$ cat src/rtl/gray_counter.sv
// gray_counter: up/down counter with a registered Gray-coded output.
//
// The count is held as a binary register. The Gray output and the wrap flag
// are registered on the same edge as the binary count, so d_out and bin_out
// always describe the same value and no input reaches an output
// combinationally.
//
// Ports:
//   clk      rising-edge clock
//   rst_n    asynchronous reset, active low; clears all outputs
//   en       count enable
//   up_dn    direction: 1 = up, 0 = down
//   load     synchronous load of d_in, takes priority over en
//   d_in     Gray-coded load value
//   d_out    registered Gray count, bin ^ (bin >> 1)
//   bin_out  registered binary count
//   wrap     registered one-cycle pulse when the count wraps around
module gray_counter #(
  parameter int unsigned data_width = 4,
  parameter bit          saturate   = 1'b0
) (
  input  logic                  clk,
  input  logic                  rst_n,
  input  logic                  en,
  input  logic                  up_dn,
  input  logic                  load,
  input  logic [data_width-1:0] d_in,
  output logic [data_width-1:0] d_out,
  output logic [data_width-1:0] bin_out,
  output logic                  wrap
);

  localparam logic [data_width-1:0] CountOne = data_width'(1);
  localparam logic [data_width-1:0] CountMax = '1;
  localparam logic [data_width-1:0] CountMin = '0;

  logic [data_width-1:0] bin_q, bin_d;
  logic [data_width-1:0] gray_q, gray_d;
  logic                  wrap_q, wrap_d;
  logic [data_width-1:0] load_bin;

  // Gray to binary: each binary bit is the XOR of all Gray bits at or above it.
  always_comb begin
    load_bin = '0;
    load_bin[data_width-1] = d_in[data_width-1];
    for (int i = int'(data_width) - 2; i >= 0; i--) begin
      load_bin[i] = load_bin[i+1] ^ d_in[i];
    end
  end

  always_comb begin
    bin_d  = bin_q;
    wrap_d = 1'b0;
    if (load) begin
      bin_d = load_bin;
    end else if (en) begin
      if (up_dn) begin
        if (bin_q == CountMax) begin
          if (!saturate) begin
            bin_d  = CountMin;
            wrap_d = 1'b1;
          end
        end else begin
          bin_d = bin_q + CountOne;
        end
      end else begin
        if (bin_q == CountMin) begin
          if (!saturate) begin
            bin_d  = CountMax;
            wrap_d = 1'b1;
          end
        end else begin
          bin_d = bin_q - CountOne;
        end
      end
    end
    // Encode from the next binary value so both output registers track.
    gray_d = bin_d ^ (bin_d >> 1);
  end

  always_ff @(posedge clk or negedge rst_n) begin
    if (!rst_n) begin
      bin_q  <= '0;
      gray_q <= '0;
      wrap_q <= 1'b0;
    end else begin
      bin_q  <= bin_d;
      gray_q <= gray_d;
      wrap_q <= wrap_d;
    end
  end

  assign d_out   = gray_q;
  assign bin_out = bin_q;
  assign wrap    = wrap_q;

endmodule

$ cat config.mk
export PLATFORM = sky130hd
export DESIGN_NAME = gray_counter
export DESIGN_NICKNAME = d
export VERILOG_FILES = /design/src/rtl/gray_counter.sv
export SDC_FILE = /design/constraint.sdc
export NUM_CORES = 1
export LEC_CHECK = 0
export CAP_MARGIN = 20
export CORE_AREA = 2 2 39 41
export CTS_CLUSTER_SIZE = 10
export DETAILED_ROUTE_END_ITERATION = 6
export DIE_AREA = 0 0 41 43
export GPL_ROUTABILITY_DRIVEN = 1
export PLACE_DENSITY = 0.71
export SLEW_MARGIN = 5
export SYNTH_ARGS = -nofsm -noshare
export SYNTH_HDL_FRONTEND = slang
export SYNTH_SLANG_ARGS = --single-unit
$ cat constraint.sdc
create_clock -name clk -period 3.6 [get_ports clk]
set_clock_uncertainty 0.05 [all_clocks]
set_input_delay 0.9 -clock clk [delete_from_list [all_inputs] [get_ports clk]]
set_output_delay 0.9 -clock clk [all_outputs]
set_load 0.01 [all_outputs]
==> results of run 1 <==
-- worst max-delay path by stage --
stage / to / slack (ps) / depth (start not counted)
global route: d_out[3] / 1260 / 1
detailed placement: d_out[0] / 1110 / 6
floorplan: d_out[2] / 1750 / 5
CTS: bin_out[3] / 1320 / 1
global placement: d_out[0] / 1120 / 6
finish: d_out[0] / 1330 / 6
-- worst register-to-register path, stage by stage, from the launching register on --
cell	delay [ps]
dfrtp_1	450
inv_1	130
ha_1	330
xnor2_1	160
mux2i_1	120
o21ai_1	260
xor2_1	180
-- cells by family after synthesis --
logic type      after synthesis  synth area share, %
compound gates               15                 21.5
simple gates                 13                 13.2
xor+xnor                      8                 16.0
flops                         8                 37.7
buf+inv                       6                 4.95
fa+ha+maj                     2                 4.72
mux                           1                 1.89
-- Yosys cell counts (2+ instances only) --
library cell  number  share of area (%)
nand2_1            4                2.8
o21ai_0            4                3.8
dfrtp_1            8                 38
inv_1              4                2.8
a21oi_1            3                2.8
xnor2_1            5                8.3
ha_1               2                4.7
nand2b_1           3                3.5
nor2_1             2                1.4
xnor2_2            2                6.1
-- registers in the layout, summed over array words and instances, names as in the netlist --
name,flops
bin_out,4
d_out,3
wrap,1
-- power by group through the flow --
stage,Sequential [W],Combinational (W),Clock [W]
after global routing,0.000135,0.000176,0.0000740
final,0.000132,0.000160,0.0000655
after floorplan,0.000141,0.0000799,0
after global placement,0.000134,0.000158,0
after detailed placement,0.000134,0.000161,0
after CTS,0.000132,0.000161,0.0000671
-- metrics by stage --
step / utilization [%] / area [um^2] / total power, W / setup WS, ps / hold WS, ps
finish: 52.9 / 732 / 0.000358 / 1330 / 601
floorplan: - / 531 / 0.000220 / 1750 / 554
global route: 52.9 / 732 / 0.000385 / 1260 / 663
detailed placement: 51.3 / 709 / 0.000295 / 1110 / 599
CTS: 52.9 / 732 / 0.000360 / 1320 / 607
global placement: 51.3 / 709 / 0.000292 / 1120 / 606
-- routing by layer --
layer | vias to the layer above | part of all wire [%] | track usage [%]
li1 | 222 | - | -
met1 | 222 | 44 | 17.6
met2 | 19 | 52 | 22.2
met3 | 0 | 4.5 | 6.28
met4 | 0 | 0 | 6.67
met5 | - | 0 | 0
-- final cells by class --
type | instances | area share, %
clock buffers | 3 | 3.08
inverters | 4 | 2.05
multi-input cells | 39 | 41.5
flip-flops and latches | 8 | 27.4
well taps | 16 | 2.74
repair buffers | 17 | 23.2
-- cells in the final DEF (no fill, tap or decap) --
master / instances
clkdlybuf4s50_1: 17
dfrtp_1: 8
xnor2_1: 5
inv_1: 4
nand2_1: 4
o21ai_0: 4
nand2b_1: 3
a21oi_1: 3
clkbuf_4: 3
xnor2_2: 2
nor2_1: 2
ha_1: 2
a21bo_2: 1
o21ai_2: 1
mux2i_1: 1
o21ai_1: 1
and3_2: 1
a311oi_1: 1
a21oi_2: 1
xor2_1: 1
nand4_1: 1
a31oi_1: 1
o311a_1: 1
nor3b_1: 1
o31ai_4: 1
or3_2: 1
==> results.toml, run 1 <==
[setup_path]
crit_chain = "clkdlybuf4s50_1 > and3_2 > o21ai_0 > a311oi_1 > a21oi_2 > xor2_1"
cpLargestDelayFamily = "buffers and inverters"
critPathSlowestCell = "clkdlybuf4s50_1"
critPathBufInv = 1
endpoint_kind = "register"
rrSetupSlack_ps = 1840
crit_fanout = 6
crit_path_max_incr_delay_ps = 580
cp-startpoint = "up_dn"
r2r_end = "d_out[0]"
crit_type = "in -> reg"
r2r-start = "bin_out[0]"
worst_setup_path_start_kind = "primary input"
critPathArrivalTime_ps = 2340
r2r_cells = 6
worstPathRequired_ps = 3670

[layout]
area_growth_syn_to_layout_pct = 38.0
register_area_um2 = 200
antenna_cells = 0
drive_above_1_share_pct = 15.5
multi_input_area_um2 = 304
stdcell_count = 87
n_fill_cell = 133
nNetsFinal = 84

[cts]
cts_resized = 0
cts_tree = "done"
htree_num_levels = 1
clkSinkCount = 8
numCtsBuffers = 3
hold_buffers = 0
clk_path_buf_depth = 2
cts_root_buf = "clkbuf_4"
clkSlewWorstSetupHoldPaths_ps = 50
postCtsSetupBuffers = 0
insertion_delay_ps = 250

[logic_synthesis]
synthesis.nets = 64
seq_area_frac_synth_pct = 37.7
async_flop_share_pct = 100
yosysWarningCount = 0
synthCells = 53
synth-edff-count = 0
synth-seq-cells = 8
ys_types = 26
syn_area_um2 = 531
ys.flop_type = "dfrtp_1"
avgSynthCellArea_um2 = 10.0

[power]
clkPwrFrac_pct = 18.3
cellInternalPower_w = 0.000239
p_seq_share_pct = 37.0
peakVddDrop_v = 0.000164
power_density_nw_per_um2 = 489
power.switching_w = 0.000120
p_leak_nw = 0.300
power.share.switching_pct = 33.4
pwr-share-comb_pct = 44.8

[place]
dpl.cell_count = 84
io_buffers = 17
dp_hpwl_um = 794
gp_congestion = 0.790

[route]
drtPass1Iterations = 4
via_per_inst = 5.32
wirelength_um = 1000
drc = 0
drt.antenna.violating_nets = 0
initialDrtViolationCount = 9
avgRoutedWirePerCell_um = 11.5
dr_total_vias = 463

[timing]
fin_crit_sh_pct = 63.0
setup_tns_ps = 0
fmax_mhz = 441
finalCriticalPeriod_ps = 2270
setup_viol = 0
slew_violations = 0
finalHoldViolCount = 0
worst_pin_slew_ps = 334
rsz0062_at_grt = "false"
slew_headroom_pct = 77.7

[floorplan]
die_area_um2 = 1760
die_h_um = 43
initial_core_util_pct = 38.3
die_x_um = 41
row_count = 14
core-area_um2 = 1380
io_pins = 18

[hold_path]
min_from = "bin_out[2]"
holdPathStages = 2
hold_path_class = "reg -> reg"
hold_end = "wrap"

[global_route]
first_global_vias = 432
grt_max_degree = 11
grt.total_usage_pct = 14.8
overflow = 0
antenna_found_initial = 0
grt_pass1_wl_um = 1750

[job]
drv_cap = 0

[outcome]
outcome = "completed"
Power figures use the tool's default switching activity.
==> run 2: changes to the inputs <==
==> constraint.sdc (replaced) <==
create_clock -name clk -period 2.1 [get_ports clk]
set_clock_uncertainty 0.05 [all_clocks]
set_input_delay 0.525 -clock clk [delete_from_list [all_inputs] [get_ports clk]]
set_output_delay 0.525 -clock clk [all_outputs]
set_load 0.01 [all_outputs]
==> run 2 against run 1 <==
Compared with the run above:
- sequential share of layout area fell by 0.82 points
- first-iteration DRC count fell by 56%
- sequential power is 70% higher
- die area did not move
- global-route usage is 0.36 points lower
- power rose by 72%
- non-clock buffer count increased by 3
- final cell count rose by 3.4%
==> results.toml, run 2 (synthesis gave the netlist of run 1 again) <==
[power]
power_density_nw_per_um2 = 815
peakVddDrop_v = 0.000237
power.switching_w = 0.000202
p_seq_share_pct = 36.6
cellInternalPower_w = 0.000412
clkPwrFrac_pct = 18.3
power.share.switching_pct = 32.9
pwr-share-comb_pct = 45.1
p_leak_nw = 0.315

[global_route]
grt_max_degree = 11
overflow = 0
antenna_found_initial = 0
grt_pass1_wl_um = 1660
first_global_vias = 422
grt.total_usage_pct = 14.4

[place]
dp_hpwl_um = 811
place_area_um2 = 732
io_buffers = 17
gp_congestion = 0.831

[setup_path]
crit_chain = "clkdlybuf4s50_1"
crit_path_max_incr_delay_ps = 590
crit_type = "reg -> out"
worstPathRequired_ps = 1520
critPathArrivalTime_ps = 1330
critPathBufInv = 1
r2r_end = "d_out[0]"
crit_fanout = 10
rrSetupSlack_ps = 380
r2r-start = "bin_out[0]"
critPathSlowestCell = "clkdlybuf4s50_1"
r2r_cells = 7
endpoint_kind = "primary output"
worst_setup_path_start_kind = "register"
cpLargestDelayFamily = "buffers and inverters"

[route]
drt.antenna.violating_nets = 0
drc = 0
dr_total_vias = 460
via_per_inst = 5.11
drtPass1Iterations = 4
avgRoutedWirePerCell_um = 11.2
initialDrtViolationCount = 4
wirelength_um = 1000

[floorplan]
die_area_um2 = 1760
io_pins = 18
die_h_um = 43
core-area_um2 = 1380
initial_core_util_pct = 38.3
die_x_um = 41
row_count = 14

[timing]
fin_crit_sh_pct = 90.7
setup_tns_ps = 0
finalHoldViolCount = 0
slew_headroom_pct = 77.8
fmax_mhz = 525
finalCriticalPeriod_ps = 1910
setup_viol = 0
worst_pin_slew_ps = 331
slew_violations = 0
rsz0062_at_grt = "false"

[cts]
clk_path_buf_depth = 2
cts_resized = 0
insertion_delay_ps = 250
cts_root_buf = "clkbuf_4"
numCtsBuffers = 3
htree_num_levels = 1
hold_buffers = 0
cts_tree = "done"
clkSlewWorstSetupHoldPaths_ps = 50
clkSinkCount = 8
postCtsSetupBuffers = 0

[layout]
layout_commonest_cell = "clkdlybuf4s50_1"
area_growth_syn_to_layout_pct = 42.2
drive_above_1_share_pct = 18.9
nNetsFinal = 87
fin_util_pct = 54.5
largest_reg_flops = 4
most-common-layout-cells = "clkdlybuf4s50_1 (17), dfrtp_1 (8), xnor2_1 (5)"
fin_area_um2 = 754
n_fill_cell = 133
antenna_cells = 0

[job]
drv_cap = 0

[hold_path]
hold_path_class = "in -> async"

[outcome]
outcome = "completed"
[run 2: routing by layer]
metal / share of wire, % / wire (um) / GRT usage (%) / vias up
li1: - / - / - / 226
met1: 40 / 402 / 14.8 / 211
met2: 52 / 522 / 23.1 / 19
met3: 5.4 / 54 / 5.24 / 4
met4: 2.4 / 24 / 9.33 / 0
met5: 0 / 0 / 0 / -
[run 2: area by class of cell]
type / count / area [um^2] / area share, %
well taps: 16 / 20.0 / 2.65
clock buffers: 3 / 22.5 / 2.99
multi-input cells: 39 / 304 / 40.3
inverters: 4 / 15.0 / 1.99
repair buffers: 20 / 193 / 25.5
flip-flops and latches: 8 / 200 / 26.5
[run 2: through the flow]
step           hold slack, ps  total power (W)  setup slack (ps)  cells
2_1_floorplan             179         0.000378               492     53
3_5_place_dp              581         0.000507              16.3     87
3_3_place_gp              595         0.000506              42.5     87
6_report                  488         0.000615               194     90
5_1_grt                   503         0.000654               147     90
4_1_cts                   495         0.000621               186     90
[run 2: worst reg2reg max path, delay by kind of cell, from the launching register on]
kind | cells | cell delay, ps
compound gates | 3 | 470
xor+xnor | 1 | 150
fa+ha+maj | 1 | 230
buf+inv | 1 | 130
flops | 1 | 450
simple gates | 1 | 110
[run 2: worst max path at each step]
| stage | start | slack, ps | cells after the start | end |
|---|---|---|---|---|
| floorplan | bin_out[0] | 490 | 7 | d_out[0] |
| global placement | up_dn | 40 | 6 | d_out[0] |
| detailed placement | up_dn | 20 | 6 | d_out[0] |
| CTS | bin_out[3] | 190 | 1 | bin_out[3] |
| global route | bin_out[3] | 150 | 1 | d_out[3] |
| finish | bin_out[3] | 190 | 1 | bin_out[3] |
[run 2: power by group through the flow]
stage	clock network [W]	logic (W)	registers, W
floorplan	0	0.000137	0.000241
global placement	0	0.000276	0.000229
detailed placement	0	0.000279	0.000228
CTS	0.000116	0.000280	0.000225
global route	0.000121	0.000302	0.000231
finish	0.000113	0.000277	0.000225
==> run 3: changes to the inputs <==
--- a/config.mk
+++ b/config.mk
@@ -7,7 +7,7 @@
 export LEC_CHECK = 0
 export CAP_MARGIN = 20
 export CORE_AREA = 2 2 39 41
-export CTS_CLUSTER_SIZE = 10
+export CTS_CLUSTER_DIAMETER = 50
 export DETAILED_ROUTE_END_ITERATION = 6
 export DIE_AREA = 0 0 41 43
 export GPL_ROUTABILITY_DRIVEN = 1
==> results of run 3 <==
The final DEF is identical to that of run 2; final timing and power are the same.
